--- config.mk ---
export PLATFORM = sky130hd
export DESIGN_NAME = mem_arbiter
export DESIGN_NICKNAME = d
export VERILOG_FILES = /design/src/rtl/mem_arbiter.sv
export SDC_FILE = /design/constraint.sdc
export NUM_CORES = 1
export LEC_CHECK = 0
export CAP_MARGIN = 0
export CELL_PAD_IN_SITES_DETAIL_PLACEMENT = 1
export CELL_PAD_IN_SITES_GLOBAL_PLACEMENT = 1
export CORE_MARGIN = 4
export CORE_UTILIZATION = 32
export CTS_CLUSTER_SIZE = 10
export DETAILED_ROUTE_END_ITERATION = 16
export PLACE_DENSITY_LB_ADDON = 0.1
export SLEW_MARGIN = 20
export SYNTH_ARGS = -nofsm -noshare
export SYNTH_HDL_FRONTEND = slang
export SYNTH_SLANG_ARGS = --single-unit
--- constraint.sdc ---
create_clock -name clock -period 2.42 [get_ports clock]
set_input_delay 0.242 -clock clock [delete_from_list [all_inputs] [get_ports clock]]
set_output_delay 0.242 -clock clock [all_outputs]
set_load 0.03 [all_outputs]
--- src/rtl/mem_arbiter.sv ---
// Two-client round-robin arbiter and sequencer in front of a single negedge-clocked memory.
// Optional WAIT timeout with a sticky err output: define MEM_ARBITER_TIMEOUT_EN.
module mem_arbiter #(
  parameter int WORD_SIZE    = 8,
  parameter int ADDRESS_SIZE = 4,
  parameter int TIMEOUT      = 15
) (
  input  logic                    clock,
  input  logic                    reset,
  input  logic                    a_req,
  input  logic                    a_we,
  input  logic [ADDRESS_SIZE-1:0] a_addr,
  input  logic [WORD_SIZE-1:0]    a_wdata,
  output logic                    a_ack,
  output logic [WORD_SIZE-1:0]    a_rdata,
  input  logic                    b_req,
  input  logic                    b_we,
  input  logic [ADDRESS_SIZE-1:0] b_addr,
  input  logic [WORD_SIZE-1:0]    b_wdata,
  output logic                    b_ack,
  output logic [WORD_SIZE-1:0]    b_rdata,
  output logic                    mem_r_en,
  output logic                    mem_w_en,
  output logic [ADDRESS_SIZE-1:0] mem_r_addr,
  output logic [ADDRESS_SIZE-1:0] mem_w_addr,
  output logic [WORD_SIZE-1:0]    mem_w_data,
  input  logic [WORD_SIZE-1:0]    mem_r_data,
  input  logic                    mem_r_ready,
  input  logic                    mem_w_ready,
`ifdef MEM_ARBITER_TIMEOUT_EN
  output logic                    err,
`endif
  output logic                    busy
);

  typedef enum logic [2:0] {INIT, IDLE, ISSUE, WAIT, DONE} state_t;

  state_t state, state_nxt;
  logic   owner_b;       // 1 when client B owns the current transaction
  logic   last_grant_b;  // 1 when B received the most recent grant
  logic   cur_we;
  logic   grant, grant_b, capture, ready_sel;

  logic                    sel_we;
  logic [ADDRESS_SIZE-1:0] sel_addr;
  logic [WORD_SIZE-1:0]    sel_wdata;

`ifdef MEM_ARBITER_TIMEOUT_EN
  localparam int CNT_W = (TIMEOUT > 1) ? $clog2(TIMEOUT) : 1;
  logic [CNT_W-1:0] wait_cnt;
  logic             timeout;
`else
  // TIMEOUT only matters when the timeout logic is built in.
  logic unused_timeout;
  assign unused_timeout = ^TIMEOUT;
`endif

  assign sel_we    = grant_b ? b_we    : a_we;
  assign sel_addr  = grant_b ? b_addr  : a_addr;
  assign sel_wdata = grant_b ? b_wdata : a_wdata;
  assign ready_sel = cur_we ? mem_w_ready : mem_r_ready;

  always_comb begin
    // NOTE: every signal written here gets a default first, so no path can infer a latch.
    state_nxt = state;
    grant     = 1'b0;
    grant_b   = 1'b0;
    capture   = 1'b0;
`ifdef MEM_ARBITER_TIMEOUT_EN
    timeout   = 1'b0;
`endif
    case (state)
      INIT:  if (mem_r_ready && mem_w_ready) state_nxt = IDLE;
      IDLE: begin
        if (a_req || b_req) begin
          grant     = 1'b1;
          // B wins only when alone or when A had the previous grant.
          grant_b   = b_req && (!a_req || !last_grant_b);
          state_nxt = ISSUE;
        end
      end
      ISSUE: state_nxt = WAIT;
      WAIT: begin
        if (ready_sel) begin
          capture   = 1'b1;
          state_nxt = DONE;
        end
`ifdef MEM_ARBITER_TIMEOUT_EN
        else if (wait_cnt == CNT_W'(TIMEOUT - 1)) begin
          timeout   = 1'b1;
          state_nxt = DONE;
        end
`endif
      end
      DONE:    state_nxt = IDLE;
      default: state_nxt = INIT;
    endcase
  end

  always_ff @(posedge clock) begin
    // NOTE: registered state uses non-blocking assignments so every flop samples pre-edge values.
    if (reset) begin
      state        <= INIT;
      last_grant_b <= 1'b1;
      owner_b      <= 1'b0;
      cur_we       <= 1'b0;
      mem_r_addr   <= '0;
      mem_w_addr   <= '0;
      mem_w_data   <= '0;
      a_rdata      <= '0;
      b_rdata      <= '0;
    end else begin
      state <= state_nxt;
      if (grant) begin
        owner_b      <= grant_b;
        last_grant_b <= grant_b;
        cur_we       <= sel_we;
        if (sel_we) begin
          mem_w_addr <= sel_addr;
          mem_w_data <= sel_wdata;
        end else begin
          mem_r_addr <= sel_addr;
        end
      end
      if (capture && !cur_we) begin
        if (owner_b) b_rdata <= mem_r_data;
        else         a_rdata <= mem_r_data;
      end
    end
  end

`ifdef MEM_ARBITER_TIMEOUT_EN
  always_ff @(posedge clock) begin
    if (reset) begin
      wait_cnt <= '0;
      err      <= 1'b0;
    end else begin
      if (state == ISSUE)     wait_cnt <= '0;
      else if (state == WAIT) wait_cnt <= wait_cnt + 1'b1;
      if (timeout) err <= 1'b1;
    end
  end
`endif

  // Strobes and acks decode directly from state, so a reset edge drops them immediately.
  assign mem_w_en = (state == ISSUE) && cur_we;
  assign mem_r_en = (state == ISSUE) && !cur_we;
  assign a_ack    = (state == DONE) && !owner_b;
  assign b_ack    = (state == DONE) && owner_b;
  assign busy     = (state != IDLE);

endmodule

Yosys cells after proc, flatten, opt, wreduce, memory -nomap -nowiden --
Index checks and enable logic that the tools add are counted.
Storage, ports and cells: bits in read-only memories 0, RAM bits 0, latch bits 0, output and inout bits 37, logic and storage cells 52, register bits after elaboration 38, input port bits 40, memories 0
Operators by class: mux-type cells 14, divide/modulo/power cells 0, order comparisons 0, multiply operators 0, equal/unequal tests 8, bitwise operators 2, $add $sub $neg 0, reduce and logical (&&, ||, !) cells 19, shift operators 0
Operator list (count):
- one-hot mux 3 bit (5 select lines) | 1
- 2-to-1 mux 3 bit | 3
- 2-to-1 mux 1 bit | 8
- 2-to-1 mux 8 bit | 1
- AND reduction 2 bit | 4
- logical AND 1 bit | 7
- equality test 3 x 2 -> 1 bit, second input constant | 2
- inequality test 2 bit, second input constant | 3
- logical NOT 1 bit | 4
- 2-to-1 mux 4 bit | 1
- equality test 3 x 1 -> 1 bit, second input constant | 1
- equality test 3 bit, second input constant | 1
- logical NOT 3 bit | 1
- inequality test 3 x 1 -> 1 bit, second input constant | 1
- AND reduction 3 bit | 1
- logical OR 1 bit | 2
- NOT 1 bit | 2

Logic depth before layout (Yosys ltp) --
word-level depth 8, mapped depth 7, depth with buffers taken out 5

Worst setup path before layout --
No wires, ideal clock.
path type register -> output, start reg state[2], end out mem_r_en, data arrival time 1536 ps, path slack 642 ps, cell stages (with the launch flop) 3, buffers on the path 1, data required time 2178 ps, path through dfxtp_1 > clkbuf_1 > nor4b_1
On the way: longest elaborated chain between the ends 2
Ends and longest elaborated chain:
- start: declaration | RTL line 38 | state_t state, state_nxt;
- start signal: assignment | RTL line 113 | state <= state_nxt;
- equality test 3 x 2 -> 1 bit | RTL line 147 | assign mem_r_en = (state == ISSUE) && !cur_we;
- logical AND 1 bit | RTL line 147
- end: declaration | RTL line 22 | output logic mem_r_en,
No other way between the ends.

Worst setup path after layout --
start reg state[0], end reg mem_w_addr[0]
On the way: longest elaborated chain between the ends 4
Ends and longest elaborated chain:
- equality test 3 x 1 -> 1 bit * | RTL line 72 | case (state)
- 2-to-1 mux 1 bit | RTL line 72
- 2-to-1 mux 1 bit | RTL line 58 | assign sel_we = grant_b ? b_we : a_we;
- AND reduction 2 bit (no source line)
- end signal: assignment | RTL line 119 | mem_w_addr <= sel_addr;
- end: declaration | RTL line 25 | output logic [ADDRESS_SIZE-1:0] mem_w_addr,
Mark *: on every way between the ends. The rest lies on a longest branch, timed or not. A chain may end at the register's enable or synchronous reset.

==> results.json <==
{
  "run_status": "finished, final reports clean",
  "tns_ns": 0,
  "critPathArrivalTime_ns": 2.21,
  "worstSetupEndpointType": "flip-flop",
  "final_layout_size_suffix_gt1_share_pct": 7.92,
  "dpl_hpwl_microns": 3840,
  "synth-seq-area-share_pct": 45.5,
  "whs_endpoint": "b_rdata[4]",
  "layoutNonFillerInstCount": 310,
  "power_switching_share_pct": 28.9,
  "timing.max_cap.violations": 0,
  "worstSetupStartpointType": "flip-flop",
  "clock_insertion_delay_worst_skew_ns": 0.29,
  "hp-class": "reg2reg",
  "placed_cells_incl_taps": 302,
  "die-height_microns": 80.3,
  "post_synth.cell_area_avg_sq_um": 10.0,
  "synthFlopType": "sky130_fd_sc_hd__dfxtp_1",
  "vdd.ir_drop.worst_mv": 0.242,
  "synth_enable_flop_cells": 0,
  "root_buffer_cell": "sky130_fd_sc_hd__clkbuf_8",
  "ant_nets": 0,
  "die_x_microns": 80.3,
  "firstDrtPassIters": 4,
  "cts.path.max_buffers": 2,
  "period_share_pct": 86.3,
  "clkTransAtPathRegs_ns": 0.08,
  "critical_path.max_fanout": 12,
  "grt_setup_unrepaired": "false",
  "gp_congestion": 0.727,
  "cts_hold_buffers": 0,
  "finalWorstPathRequiredPeriod_ns": 2.09,
  "clock_sink_count": 38,
  "antenna_cells": 0,
  "global_route.overflow_total": 0,
  "timing.reg2reg.setup_slack_ns": 0.33,
  "finalHoldViolCount": 0,
  "wl_per_cell_microns": 16.1,
  "worstMarginPinSlew_ns": 0.900,
  "route.detailed.vias_per_inst": 4.88,
  "power_density_nw_per_um2": 576,
  "final.hold.worst_slack_ns": 0.506,
  "remaining_drc_errors": 0,
  "leakagePower_nw": 1.06,
  "worst-setup-path-type": "reg2reg",
  "grt_pass1_vias": 1637,
  "mappedNetlistArea_sq_um": 1670,
  "final-setup-viol-count": 0,
  "relSlewSlack_pct": 39.7,
  "rr_worst_depth": 4,
  "synth.net_count": 207,
  "vias": 1514,
  "power.combinational.fraction_pct": 22.0,
  "num-fill-cells": 582,
  "wirelength_microns": 4980,
  "synth.yosys.warnings": 0,
  "ios": 77,
  "ys_seq_elements": 38,
  "die_area_sq_um": 6440,
  "number_of_slew_limit_violations_in_the_final_report": 0,
  "maxClockFrequency_mhz": 479,
  "post_synth_num_cell_types": 30,
  "min_path_cells": 2,
  "grt_pass1_wl_microns": 8070,
  "synth_async_sr_flop_share_pct": 0,
  "cell_internal_pwr_w": 0.00104,
  "post_cts_resized": 0,
  "timing.rr.end": "mem_w_addr[0]",
  "worst_skew_ns": 0.00388,
  "ctsHtreeMaxLevel": 2,
  "syn_inst": 167,
  "num-nets-final": 279,
  "drt_iter0_markers": 24,
  "core_area_sq_um": 5070,
  "post-cts-setup-buffer-count": 0,
  "p_sw_w": 0.000424,
  "grt_antenna_before_repair": 0,
  "placementRows": 26,
  "crit-reg2reg-launch": "state[0]",
  "power.share.sequential_pct": 46.7,
  "required_worst_endpoint_ns": 2.55,
  "tritoncts": "done",
  "grt_use_total_pct": 16.2,
  "initial_utilization_pct": 32.9,
  "p_clk_share_pct": 31.2,
  "numCtsBuffers": 5,
  "syn_to_final_growth_pct": 52.4,
  "min_from": "b_rdata[4]",
  "grt_start_max_net_pins": 39,
  "place.port_buffers": 76
}
-- power by group through the flow --
| stage | logic, W | clock network, W | registers, W |
|---|---|---|---|
| floorplan | 0.000153 | 0 | 0.000727 |
| global placement | 0.000319 | 0 | 0.000697 |
| detailed placement | 0.000327 | 0 | 0.000699 |
| CTS | 0.000328 | 0.000477 | 0.000685 |
| global route | 0.000347 | 0.000503 | 0.000690 |
| finish | 0.000323 | 0.000458 | 0.000685 |
-- cell usage after synthesis, drive strengths merged (2+ instances only) --
cell / count / share of area [%]
nor3: 4 / 1.2
clkbuf: 5 / 1.1
nand2: 5 / 1.3
o21ai: 2 / 0.60
a21oi: 21 / 6.3
buf: 8 / 3.9
a211oi: 16 / 7.8
nor2: 24 / 6.4
dfxtp: 38 / 46
mux2i: 30 / 19
inv: 2 / 0.45
-- kinds of logic (layout without fill, tap and decap cells) --
family / count (synthesis) / in the layout / share of synthesized area, %
AOI/OAI and AO/OA: 43 / 43 / 17.4
buffers and inverters: 15 / 88 / 5.47
DFF: 38 / 38 / 45.5
muxes: 31 / 31 / 19.4
and+or+nand+nor: 40 / 40 / 12.2
-- metal layers --
metal	vias up	global-route usage, %	routed length [microns]
met1	719	17.9	2020
met2	45	28.1	2570
met4	0	5.57	86
met5	-	0	0
met3	9	6.17	302
li1	741	-	-
-- placed cells by master (no fill, tap or decap) --
| master | instances |
|---|---|
| sky130_fd_sc_hd__a21oi_1 | 21 |
| sky130_fd_sc_hd__clkinv_2 | 1 |
| sky130_fd_sc_hd__nor2_1 | 23 |
| sky130_fd_sc_hd__nor3_1 | 4 |
| sky130_fd_sc_hd__nor3b_2 | 1 |
| sky130_fd_sc_hd__or4_1 | 1 |
| sky130_fd_sc_hd__nand2_1 | 4 |
| sky130_fd_sc_hd__buf_4 | 2 |
| sky130_fd_sc_hd__clkinvlp_4 | 1 |
| sky130_fd_sc_hd__inv_2 | 1 |
| sky130_fd_sc_hd__clkbuf_8 | 6 |
| sky130_fd_sc_hd__or4b_1 | 1 |
| sky130_fd_sc_hd__nor4_1 | 1 |
| sky130_fd_sc_hd__a221o_1 | 1 |
| sky130_fd_sc_hd__mux2i_4 | 1 |
| sky130_fd_sc_hd__a211oi_1 | 14 |
| sky130_fd_sc_hd__o31a_1 | 1 |
| sky130_fd_sc_hd__o21ai_0 | 2 |
| sky130_fd_sc_hd__nand3_1 | 1 |
| sky130_fd_sc_hd__dfxtp_1 | 38 |
| sky130_fd_sc_hd__mux2_2 | 1 |
| sky130_fd_sc_hd__nor2_8 | 1 |
| sky130_fd_sc_hd__clkdlybuf4s50_1 | 76 |
| sky130_fd_sc_hd__inv_1 | 1 |
| sky130_fd_sc_hd__and3_1 | 1 |
| sky130_fd_sc_hd__a21boi_4 | 1 |
| sky130_fd_sc_hd__o21a_1 | 1 |
| sky130_fd_sc_hd__a211oi_2 | 2 |
| sky130_fd_sc_hd__mux2i_1 | 29 |
| sky130_fd_sc_hd__nor4b_1 | 1 |
| sky130_fd_sc_hd__nand2_2 | 1 |
-- flip-flops by register name (all words and copies together) (netlist names) --
register,count
a_rdata,8
b_rdata,8
mem_w_data,8
mem_r_addr,4
mem_w_addr,4
state,3
cur_we,1
last_grant_b,1
owner_b,1
-- metrics by stage --
stage,area [sq um],utilization (%),setup slack (ns),total power [W]
after floorplan,1670,-,0.642,0.000880
after global placement,2450,48.3,0.238,0.00102
after detailed placement,2450,48.3,0.168,0.00103
after CTS,2540,50.1,0.286,0.00149
after global routing,2540,50.1,0.0450,0.00154
final,2540,50.1,0.331,0.00147
-- area by class of cell --
type	count	area (sq um)	area share, %
Clock inverter	2	12.5	0.492
Multi-Input combinational cell	114	818	32.2
Clock buffer	6	82.6	3.24
Timing Repair Buffer	78	776	30.5
Sequential cell	38	761	29.9
Tap cell	70	87.6	3.44
Inverter	2	7.51	0.295
-- worst max path at each step --
stage                         from            end  slack (ns)  cells past startpoint
after floorplan           state[2]       mem_r_en        0.64                      2
after global placement       b_req  mem_w_addr[2]        0.24                      5
after detailed placement     b_req  mem_w_data[5]        0.17                      5
after CTS                 state[0]  mem_w_data[1]        0.29                      4
after global routing      state[0]  mem_w_data[1]        0.05                      4
final                     state[0]  mem_w_addr[0]        0.33                      4
-- worst max-delay path, stage by stage, from the launching register on --
cell                       delay (ns)
sky130_fd_sc_hd__dfxtp_1         0.46
sky130_fd_sc_hd__nor3b_2         0.35
sky130_fd_sc_hd__o21ai_0         0.21
sky130_fd_sc_hd__nor2_1          0.72
sky130_fd_sc_hd__a211oi_1        0.18
Power figures use the tool's default switching activity.
